[src/rtl/montgomery_sched.sv]
// Round-robin scheduler for the shared Montgomery reducer: issues operands, flushes the pipe with dummies, routes results.
// Grant to rsp_valid is RED_LAT+1 cycles; requests wait only on arbitration, responses have no backpressure.
module montgomery_sched #(
  parameter int TAG_W   = 4,
  parameter int RED_LAT = 4
) (
  input  logic             clk,
  input  logic             rst_n,

  input  logic             req0_valid,
  output logic             req0_ready,
  input  logic [25:0]      req0_x,
  input  logic [TAG_W-1:0] req0_tag,

  input  logic             req1_valid,
  output logic             req1_ready,
  input  logic [25:0]      req1_x,
  input  logic [TAG_W-1:0] req1_tag,

  output logic             rsp0_valid,
  output logic [14:0]      rsp0_y,
  output logic [TAG_W-1:0] rsp0_tag,

  output logic             rsp1_valid,
  output logic [14:0]      rsp1_y,
  output logic [TAG_W-1:0] rsp1_tag,

  output logic             red_en,
  output logic [25:0]      red_x,
  input  logic [14:0]      red_y,
  input  logic             red_valid,

  output logic             busy,
  output logic             err
);

  typedef struct packed {
    logic             live;
    logic             src;
    logic [TAG_W-1:0] tag;
  } shadow_t;

  logic             ptr;
  logic             contend;
  logic             gnt_vld;
  logic             gnt_src;
  logic [25:0]      gnt_x;
  logic [TAG_W-1:0] gnt_tag;
  logic             flush;
  logic             any_live;
  logic             mismatch;
  logic             err_q;
  shadow_t          shadow [RED_LAT];
  shadow_t          tail;

  // Arbitration: a lone requester always wins; the pointer only breaks ties.
  always_comb begin
    contend    = req0_valid & req1_valid;
    gnt_vld    = req0_valid | req1_valid;
    gnt_src    = contend ? ptr : req1_valid;
    req0_ready = gnt_vld & ~gnt_src;
    req1_ready = gnt_vld &  gnt_src;
    gnt_x      = gnt_src ? req1_x   : req0_x;
    gnt_tag    = gnt_src ? req1_tag : req0_tag;
  end

  // Entries 0..RED_LAT-2 still need reducer stage advances; the tail entry is already at the output.
  always_comb begin
    flush    = 1'b0;
    any_live = 1'b0;
    for (int i = 0; i < RED_LAT; i++) begin
      if (i < RED_LAT - 1) begin
        flush = flush | shadow[i].live;
      end
      any_live = any_live | shadow[i].live;
    end
  end

  always_comb begin
    tail     = shadow[RED_LAT-1];
    red_en   = gnt_vld | flush;
    red_x    = gnt_vld ? gnt_x : '0;
    busy     = gnt_vld | any_live;
    // Dummy results also raise red_valid, so only a missing pulse is detectable.
    mismatch = tail.live & ~red_valid;
    err      = err_q | mismatch;
  end

  always_ff @(posedge clk or negedge rst_n) begin
    if (!rst_n) begin
      ptr <= 1'b0;
    end else if (contend) begin
      ptr <= ~ptr;
    end
  end

  always_ff @(posedge clk or negedge rst_n) begin
    if (!rst_n) begin
      for (int i = 0; i < RED_LAT; i++) begin
        shadow[i] <= '0;
      end
    end else begin
      shadow[0].live <= gnt_vld;
      shadow[0].src  <= gnt_vld & gnt_src;
      shadow[0].tag  <= gnt_vld ? gnt_tag : '0;
      for (int i = 1; i < RED_LAT; i++) begin
        shadow[i] <= shadow[i-1];
      end
    end
  end

  always_ff @(posedge clk or negedge rst_n) begin
    if (!rst_n) begin
      rsp0_valid <= 1'b0;
      rsp0_y     <= '0;
      rsp0_tag   <= '0;
      rsp1_valid <= 1'b0;
      rsp1_y     <= '0;
      rsp1_tag   <= '0;
    end else begin
      rsp0_valid <= tail.live & ~tail.src;
      rsp1_valid <= tail.live &  tail.src;
      if (tail.live && !tail.src) begin
        rsp0_y   <= red_y;
        rsp0_tag <= tail.tag;
      end
      if (tail.live && tail.src) begin
        rsp1_y   <= red_y;
        rsp1_tag <= tail.tag;
      end
    end
  end

  always_ff @(posedge clk or negedge rst_n) begin
    if (!rst_n) begin
      err_q <= 1'b0;
    end else if (mismatch) begin
      err_q <= 1'b1;
    end
  end

endmodule
[config.mk]
export PLATFORM = sky130hd
export DESIGN_NAME = montgomery_sched
export DESIGN_NICKNAME = d
export VERILOG_FILES = /design/src/rtl/montgomery_sched.sv
export SDC_FILE = /design/constraint.sdc
export NUM_CORES = 1
export LEC_CHECK = 0
export BUFFER_PORTS_ARGS = -buffer_cell sky130_fd_sc_hd__buf_2
export CAP_MARGIN = 20
export CORE_UTILIZATION = 43
export CTS_CLUSTER_SIZE = 40
export DETAILED_ROUTE_END_ITERATION = 8
export GPL_ROUTABILITY_DRIVEN = 0
export GPL_TIMING_DRIVEN = 0
export HOLD_SLACK_MARGIN = 0.02
export PLACE_DENSITY = 0.79
export RECOVER_POWER = 100
export REMOVE_ABC_BUFFERS = 1
export SLEW_MARGIN = 10
export SYNTH_ARGS = -nofsm -noshare
export SYNTH_HDL_FRONTEND = slang
export SYNTH_SLANG_ARGS = --single-unit
[constraint.sdc]
create_clock -name clk -period 1.74 [get_ports clk]
set_clock_uncertainty 0.1 [all_clocks]
set_input_delay 0.087 -clock clk [delete_from_list [all_inputs] [get_ports clk]]
set_output_delay 0.087 -clock clk [all_outputs]
set_load 0.005 [all_outputs]
==> metrics, run 1 <==
outcome finished, final reports clean; worst path cell trace a21boi_4 -> buf_8 -> a32o_1 -> clkbuf_1; CP top delay family flip-flops; Reg2Reg Depth 3; Die Wd 79.0 um; core box area 0.00561 mm2; Rows 27; crit start category flip-flop; RSZ-0062 raised after global routing no; DR iter-0 viols 88; Final Cycle Share 95.0%; FF-to-FF setup slack 0.15 ns; antenna viol nets, final 0; clock sink total 66; max_slew headroom 43.8%; cells after synthesis 163; die height 79.0 um; hold worst-path end shadow[22]$_DFF_PN0_; Crit path arrival time 1.47 ns; largest area contributor in the netlist dfrtp_1; post-synth top area share 64.8%; nature of the critical path endpoint output pin; final core utilization 69.1%; Power per Cell Area 1240 mW/mm2; Starting Density 45.4%; final setup fails 0; Peak VDD IR 633 uV; CTS tree built; antenna violations before repair 2; slowest stage delay, CP 0.47 ns; Critical R2R Launch shadow[5]$_DFF_PN0_; worst hold stages 3; Final TNS setup 0 ns; hold path startpoint req0_valid; max-cap viol count 0; IO Pins 151; Hold Crit Class in -> reg; sequential-to-total area share from yosys stat 64.8%; area grow syn2layout 51.9%; largest net degree at the start of global routing 67; Synth Cell Area 0.00255 mm2; met3 routed WL 432 um; Final Hold Viols 0; FF+latch count, synth 66; Routed WL per cell 16.3 um; nets 421; share of post-route cells with drive strength above 1 39.6%; Slew Limit Fails 0; H-tree Lvls 3; clk buf depth 2; Max FO, Critical Path 21; CTS Buf Count 9; WP data required 1.55 ns; Vias 2118; yosys warns 0; TritonRoute pass-1 iters 5; metal1 wirelength 2570 um; Final HPWL DP 4710 um; port bufs 150; vias in the first global route 2202; DR vias/cell 5.04; met2 wire len 3720 um; slowest CP cell dfrtp_1; most frequent cells in the layout buf_2 (109), dfrtp_1 (66), clkbuf_1 (39); r2r endpoint rsp0_y[12]$_DFFE_PN0P_; WP buf/inv 2; crit path time final 1.65 ns; CTS root buf clkbuf_8; Synth cell types 19; first-pass GRT wire length 10500 um; DRC Markers 0; clock latency on the worst-skew pair 0.31 ns; Worst Setup Path Type reg -> out; Die Area 0.00624 mm2; worst-margin pin slew 0.844 ns; commonest non-fill, non-tap cell in the layout buf_2; Lkg Pwr 0.00183 uW; syn avg cell area 15.6 um2; GRT overflow 0; top routing layer used met4; GRT Util Overall 22.5%; largest cells by area after synthesis dfrtp_1 (65%), mux2_1 (17%), a32o_1 (12%); Peak Freq 0.605 GHz; overall routed net length 6860 um; Worst-path clk slew 0.07 ns
==> cell type report <==
class | count | area [um2]
sequential | 66 | 1650
multi-input combinational | 82 | 857
fill | 447 | 1740
inverter | 2 | 7.51
tap | 72 | 90.1
timing repair buffer | 180 | 1010
clock inverter | 4 | 97.6
clock buffer | 12 | 155
antenna | 2 | 5.00
==> flip-flops by register name, summed over array words and instances (netlist names) <==
| register | cells |
|---|---|
| rsp0_tag | 4 |
| rsp0_y | 15 |
| rsp1_tag | 4 |
| rsp1_y | 15 |
| shadow | 24 |
| rsp0_valid | 1 |
| err_q | 1 |
| ptr | 1 |
| rsp1_valid | 1 |
==> cell usage after synthesis, drive strengths merged <==
cell type and n:
a21boi 1, a21o 2, a32o 30, and2 1
buf 9, clkbuf 5, dfrtp 66, inv 2
mux2 38, nand2 2, nand2b 2, nor2b 1
nor4 1, or2 1, or4 1, xnor2 1
==> tightest hold or removal path: cells and delay by family <==
family / cells / cell delay (ns)
buffers and inverters: 1 / 0.15
and+or+nand+nor: 2 / 0.36
==> cells by family (layout without fill, tap and decap cells) <==
group | count (synthesis) | in the layout | share of synthesized area, %
xor+xnor | 1 | 1 | 0.344
simple gates | 9 | 10 | 2.16
flops | 66 | 66 | 64.8
other cells | 0 | 2 | 0
mux | 38 | 38 | 16.8
buf+inv | 16 | 198 | 3.24
compound gates | 33 | 33 | 12.7
==> through the flow <==
stage          hold WS, ns  power, uW  instance area (um2)  setup WS [ns]  std cells
3_3_place_gp         0.209       3130                 3310         -0.745        371
2_1_floorplan       -0.309       2570                 2470         -0.267        149
3_5_place_dp         0.126       3210                 3350         -0.107        373
4_1_cts             -0.109       4860                 3880        -0.0458        416
6_report             0.219       4790                 3870         0.0874        420
5_1_grt              0.231       5070                 3870        0.00800        420
==> layer usage <==
metal	vias to the layer above	global-route usage, %
met5	-	0
met4	0	10.0
li1	978	-
met1	1011	23.9
met3	8	3.68
met2	121	43.2
==> where the power goes <==
part / internal (uW) / switching (uW) / total [uW]
logic: 621 / 540 / 1160
registers: 1900 / 183 / 2080
clock network: 1030 / 521 / 1550
==> how the worst max path moves through the flow <==
| stage | cells past startpoint | from | to |
|---|---|---|---|
| 6_report | 4 | ptr$_DFFE_PN0N_ | red_x[0] |
| 5_1_grt | 4 | ptr$_DFFE_PN0N_ | red_x[25] |
| 4_1_cts | 3 | shadow[5]$_DFF_PN0_ | rsp0_y[3]$_DFFE_PN0P_ |
| 3_5_place_dp | 3 | ptr$_DFFE_PN0N_ | red_x[11] |
| 3_3_place_gp | 4 | req1_valid | red_x[11] |
| 2_1_floorplan | 2 | ptr$_DFFE_PN0N_ | red_x[0] |
==> timing repair <==
| action | in CTS | in global routing |
|---|---|---|
| pin swaps | 1 | 0 |
| endpoints found under the setup margin | 60 | 56 |
| gates cloned | 0 | 1 |
| hold endpoints to repair | 103 | 2 |
| hold buffers | 25 | 1 |
| gates resized for setup | 3 | 4 |
| buffers inserted | 2 | 0 |
No activity file was read; power rests on OpenSTA's default activity.
==> run 2, diff against run 1 <==
Settings changed: PLACE_DENSITY 0.79 to not set, PLACE_DENSITY_LB_ADDON set to 0.05.
==> run 2 against run 1 <==
Register-to-register slack got worse by 0.05 ns. Non-clock buffer count did not move. Final area fell by 1.8%. Via count fell by 3.2%. Clock power fell by 25%. Wire length fell by 11%. Sequential power barely moved. Highest routed layer unchanged. Utilization fell by 1.2 points. First-iteration DRC count did not move.
==> metrics, run 2 (synthesized netlist as in run 1, its figures left out) <==
Die Area 0.00624 mm2; Starting Density 45.4%; Power per Cell Area 1160 mW/mm2; Die Wd 79.0 um; GRT Util Overall 20.9%; Peak VDD IR 667 uV; Final HPWL DP 4270 um; WP data required 1.84 ns; vias in the first global route 2028; design area 0.00380 mm2; Vias 2051; Slew Limit Fails 0; DR vias/cell 4.91; Hold Crit Class reg -> reg; Largest Register shadow; Reg2Reg Depth 3; setup ws final 0.0971 ns; Antenna diodes 0; max reg flops 24; Final Hold Viols 0; most frequent cells in the layout buf_2 (110), dfrtp_1 (66), clkbuf_1 (39); Routed WL per cell 14.6 um; area used by multi-input combinational logic 850 um2; Crit path arrival time 1.74 ns; biggest regs shadow x24, rsp0_y x15, rsp1_y x15; Tot Pwr 4390 uW; clock sink total 66; placed cell areas 0.00336 mm2; DR iter-0 viols 88; Critical R2R Launch shadow[5]$_DFF_PN0_; hold worst-path end shadow[2]$_DFF_PN0_; Reg area 0.00165 mm2; Final TNS setup 0 ns; nets 421; CTS root buf clkbuf_8; antenna violations before repair 0; die height 79.0 um; share of post-route cells with drive strength above 1 39.0%; overall routed net length 6090 um; max-cap viol count 0; Max FO, Critical Path 15; fill cell count 457; final setup fails 0; DRC Markers 0; CTS Buf Count 9; Worst Setup Path Type reg -> reg; first-pass GRT wire length 9600 um; r2r endpoint rsp0_tag[0]$_DFFE_PN0P_; clock latency on the worst-skew pair 0.32 ns; RSZ-0062 raised after global routing no; area grow syn2layout 49.2%; CTS tree built; Rows 27; crit start category flip-flop; core box area 0.00561 mm2; max_slew headroom 44.8%; outcome finished, final reports clean; Worst-path clk slew 0.06 ns; commonest non-fill, non-tap cell in the layout buf_2; nature of the critical path endpoint flip-flop; worst hold stages 0; largest net degree at the start of global routing 67; TritonRoute pass-1 iters 4; antenna viol nets, final 0; Final Cycle Share 94.4%; H-tree Lvls 3; IO Pins 151; dpl ws -0.142 ns; Peak Freq 0.609 GHz; port bufs 150; GRT overflow 0; clk buf depth 2; FF-to-FF setup slack 0.1 ns; crit path time final 1.64 ns; worst-margin pin slew 0.827 ns; Lkg Pwr 0.00179 uW; hold path startpoint shadow[8]$_DFF_PN0_
-- run 2: cell types whose count changed in the layout (fill, tap and decap cells not counted), sizes merged --
cell / before / now
bufinv: 3 / 1
clkinv: 0 / 2
diode: 2 / 0
dlygate4sd3: 25 / 27
clkinvlp: 1 / 0
dlymetal6s4s: 1 / 0
-- run 2: per-stage QoR --
stage,utilization [%],instances,hold WS [ns]
6_report,67.8,418,0.241
4_1_cts,68.4,417,0.197
2_1_floorplan,-,149,-0.309
5_1_grt,67.8,418,0.256
3_3_place_gp,59.1,371,0.212
3_5_place_dp,60.0,373,0.117
-- run 2: final cells by class --
| cell class | count | area share, % |
|---|---|---|
| repair buffers | 180 | 26.9 |
| clock buffers | 13 | 3.65 |
| flip-flops and latches | 66 | 43.4 |
| multi-input cells | 82 | 22.3 |
| inverters | 2 | 0.197 |
| well taps | 72 | 2.37 |
| clock inverters | 3 | 1.05 |
-- run 2: metal layers --
layer  track usage, %  vias to the layer above  part of all wire [%]
met5                0                        -                     0
met4             10.4                        0                   2.2
met3             6.90                       11                   7.2
met2             35.3                      100                    50
met1             23.5                      959                    40
li1                 -                      981                     -
-- run 2: report_power, final --
part	internal, uW	total (uW)	leakage, uW	switching, uW
Clock	660	1160	0.0000914	504
Combinational	633	1170	0.000919	533
Sequential	1900	2060	0.000784	168
-- run 2: how the worst max path moves through the flow --
| stage | startpoint | endpoint | slack, ns | cells past startpoint |
|---|---|---|---|---|
| 5_1_grt | shadow[5]$_DFF_PN0_ | rsp0_tag[0]$_DFFE_PN0P_ | 0.0008 | 3 |
| 3_5_place_dp | ptr$_DFFE_PN0N_ | red_x[8] | -0.14 | 3 |
| 3_3_place_gp | req1_valid | red_x[8] | -0.86 | 4 |
| 6_report | shadow[5]$_DFF_PN0_ | rsp0_tag[0]$_DFFE_PN0P_ | 0.1 | 3 |
| 2_1_floorplan | ptr$_DFFE_PN0N_ | red_x[0] | -0.27 | 2 |
| 4_1_cts | ptr$_DFFE_PN0N_ | red_x[8] | 0.008 | 3 |
-- run 2: what timing repair did --
action                                 CTS  global route
pin swaps                                1             0
endpoints found under the hold margin  103             0
hold buffers                            27             0
setup buffers                            1             0
gates cloned                             0             1
setup endpoints to repair               51            26
gates resized for setup                  4             1
-- run 2: critical path, stage by stage (launching register included) --
cell and delay [ns]:
dfrtp_1 0.44, nor2b_2 0.43, buf_16 0.21, mux2_1 0.34
==> run 3, diff against run 2 <==
Settings changed: CELL_PAD_IN_SITES_DETAIL_PLACEMENT set to 1, CELL_PAD_IN_SITES_GLOBAL_PLACEMENT set to 1, CORE_UTILIZATION 43 to 33.
==> run 3 against run 2 <==
Register-to-register slack improved by 0.10 ns. Maximum frequency decreased by 0.32%. Via count increased by 4.9%. Clock power increased by 35%. Non-clock buffer count increased by 1. First-iteration DRC count decreased by 72%. Worst hold slack got worse by 0.029 ns. Setup slack got worse by 0.0052 ns. Combinational power about the same. Final area increased by 3.5%. Die area increased by 29%. Power increased by 9.9%.
==> metrics, run 3 (synthesized netlist as in run 1, its figures left out) <==
outcome finished, final reports clean; Worst Setup Path Type reg -> out; Vias 2151; crit path time final 1.65 ns; final core utilization 53.4%; final setup fails 0; IO Pins 151; Peak Freq 0.607 GHz; Die Area 0.00808 mm2; Largest Register shadow; most frequent cells in the layout buf_2 (116), dfrtp_1 (66), mux2_1 (38); DRC Markers 0; commonest non-fill, non-tap cell in the layout buf_2; Peak VDD IR 393 uV; H-tree Lvls 3; Hold Crit Class in -> reg; RSZ-0062 raised after global routing no; Slew Limit Fails 0; max_slew headroom 43.5%; DR iter-0 viols 25; Routed WL per cell 15.1 um; Antenna diodes 0; max-cap viol count 0; first-pass GRT wire length 11200 um; Power per Cell Area 1230 mW/mm2; Final HPWL DP 4570 um; Rows 31; CTS root buf clkbuf_8; Tot Pwr 4830 uW; clk buf depth 2; share of post-route cells with drive strength above 1 41.8%; GRT overflow 0; Final TNS setup 0 ns; Die Wd 89.9 um; antenna violations before repair 0; port bufs 150; CTS tree built; die height 89.9 um; Final Hold Viols 0; worst-margin pin slew 0.847 ns; largest net degree at the start of global routing 67; Final Cycle Share 94.7%; GRT Util Overall 17.5%; crit start category flip-flop; Crit path arrival time 1.46 ns; Max FO, Critical Path 16; Lkg Pwr 0.00185 uW; clock sink total 66; dpl ws -0.186 ns; CTS Buf Count 9; area grow syn2layout 54.3%; setup ws final 0.0918 ns; DR vias/cell 4.82; clock latency on the worst-skew pair 0.33 ns; antenna viol nets, final 0; TritonRoute pass-1 iters 4; nets 422; Worst-path clk slew 0.07 ns; Starting Density 34.6%; max reg flops 24; core box area 0.00737 mm2; biggest regs shadow x24, rsp0_y x15, rsp1_y x15; vias in the first global route 2332; overall routed net length 6750 um; WP data required 1.55 ns; nature of the critical path endpoint output pin
## run 3: worst paths after layout
kind | startpoint | endpoint | slack, ns | cells after the start
max | ptr$_DFFE_PN0N_ | red_x[16] | 0.09 | 3
min | req0_valid | shadow[21]$_DFF_PN0_ | 0.21 | 3
max reg2reg | shadow[5]$_DFF_PN0_ | rsp0_y[7]$_DFFE_PN0P_ | 0.20 | 3
min reg2reg | shadow[16]$_DFF_PN0_ | shadow[10]$_DFF_PN0_ | 0.25 | 0
max in group asynchronous | rst_n | shadow[7]$_DFF_PN0_ | 0.55 | 3
min in group asynchronous | rst_n | rsp0_y[5]$_DFFE_PN0P_ | 0.44 | 3
## run 3: through the flow
step | cells | instance area (um2) | hold slack [ns]
final | 446 | 3930 | 0.212
after global routing | 446 | 3930 | 0.232
after CTS | 446 | 3990 | 0.201
after detailed placement | 401 | 3410 | 0.0135
after global placement | 398 | 3350 | 0.216
after floorplan | 149 | 2470 | -0.309
## run 3: routing by layer
metal | part of all wire [%] | global-route usage, % | wire length, um | up-vias
met3 | 8.0 | 4.99 | 539 | 11
met1 | 41 | 20.9 | 2730 | 1048
met4 | 1.3 | 6.85 | 87 | 0
li1 | - | - | - | 979
met2 | 50 | 29.8 | 3390 | 113
met5 | 0 | 0 | 0 | -
## run 3: report_power, final
part	internal [uW]	switching [uW]	total (uW)
logic	647	548	1200
registers	1900	172	2070
clock network	1030	535	1570
total	3570	1260	4830
## run 3: cell type report
class / count / area, um2
tap: 99 / 124
multi-input combinational: 82 / 855
clock inverter: 4 / 97.6
clock buffer: 12 / 155
fill: 813 / 3440
inverter: 2 / 7.51
sequential: 66 / 1650
timing repair buffer: 181 / 1040
## run 3: critical path, stage by stage (launching register included)
cell	delay, ns
dfrtp_1	0.45
nand2b_4	0.26
a32o_1	0.30
buf_2	0.13
## run 3: timing repair
| item | CTS | global route |
|---|---|---|
| setup buffers | 1 | 0 |
| hold endpoints to repair | 103 | 0 |
| gates resized for setup | 6 | 0 |
| endpoints found under the setup margin | 52 | 0 |
| hold buffers | 27 | 0 |
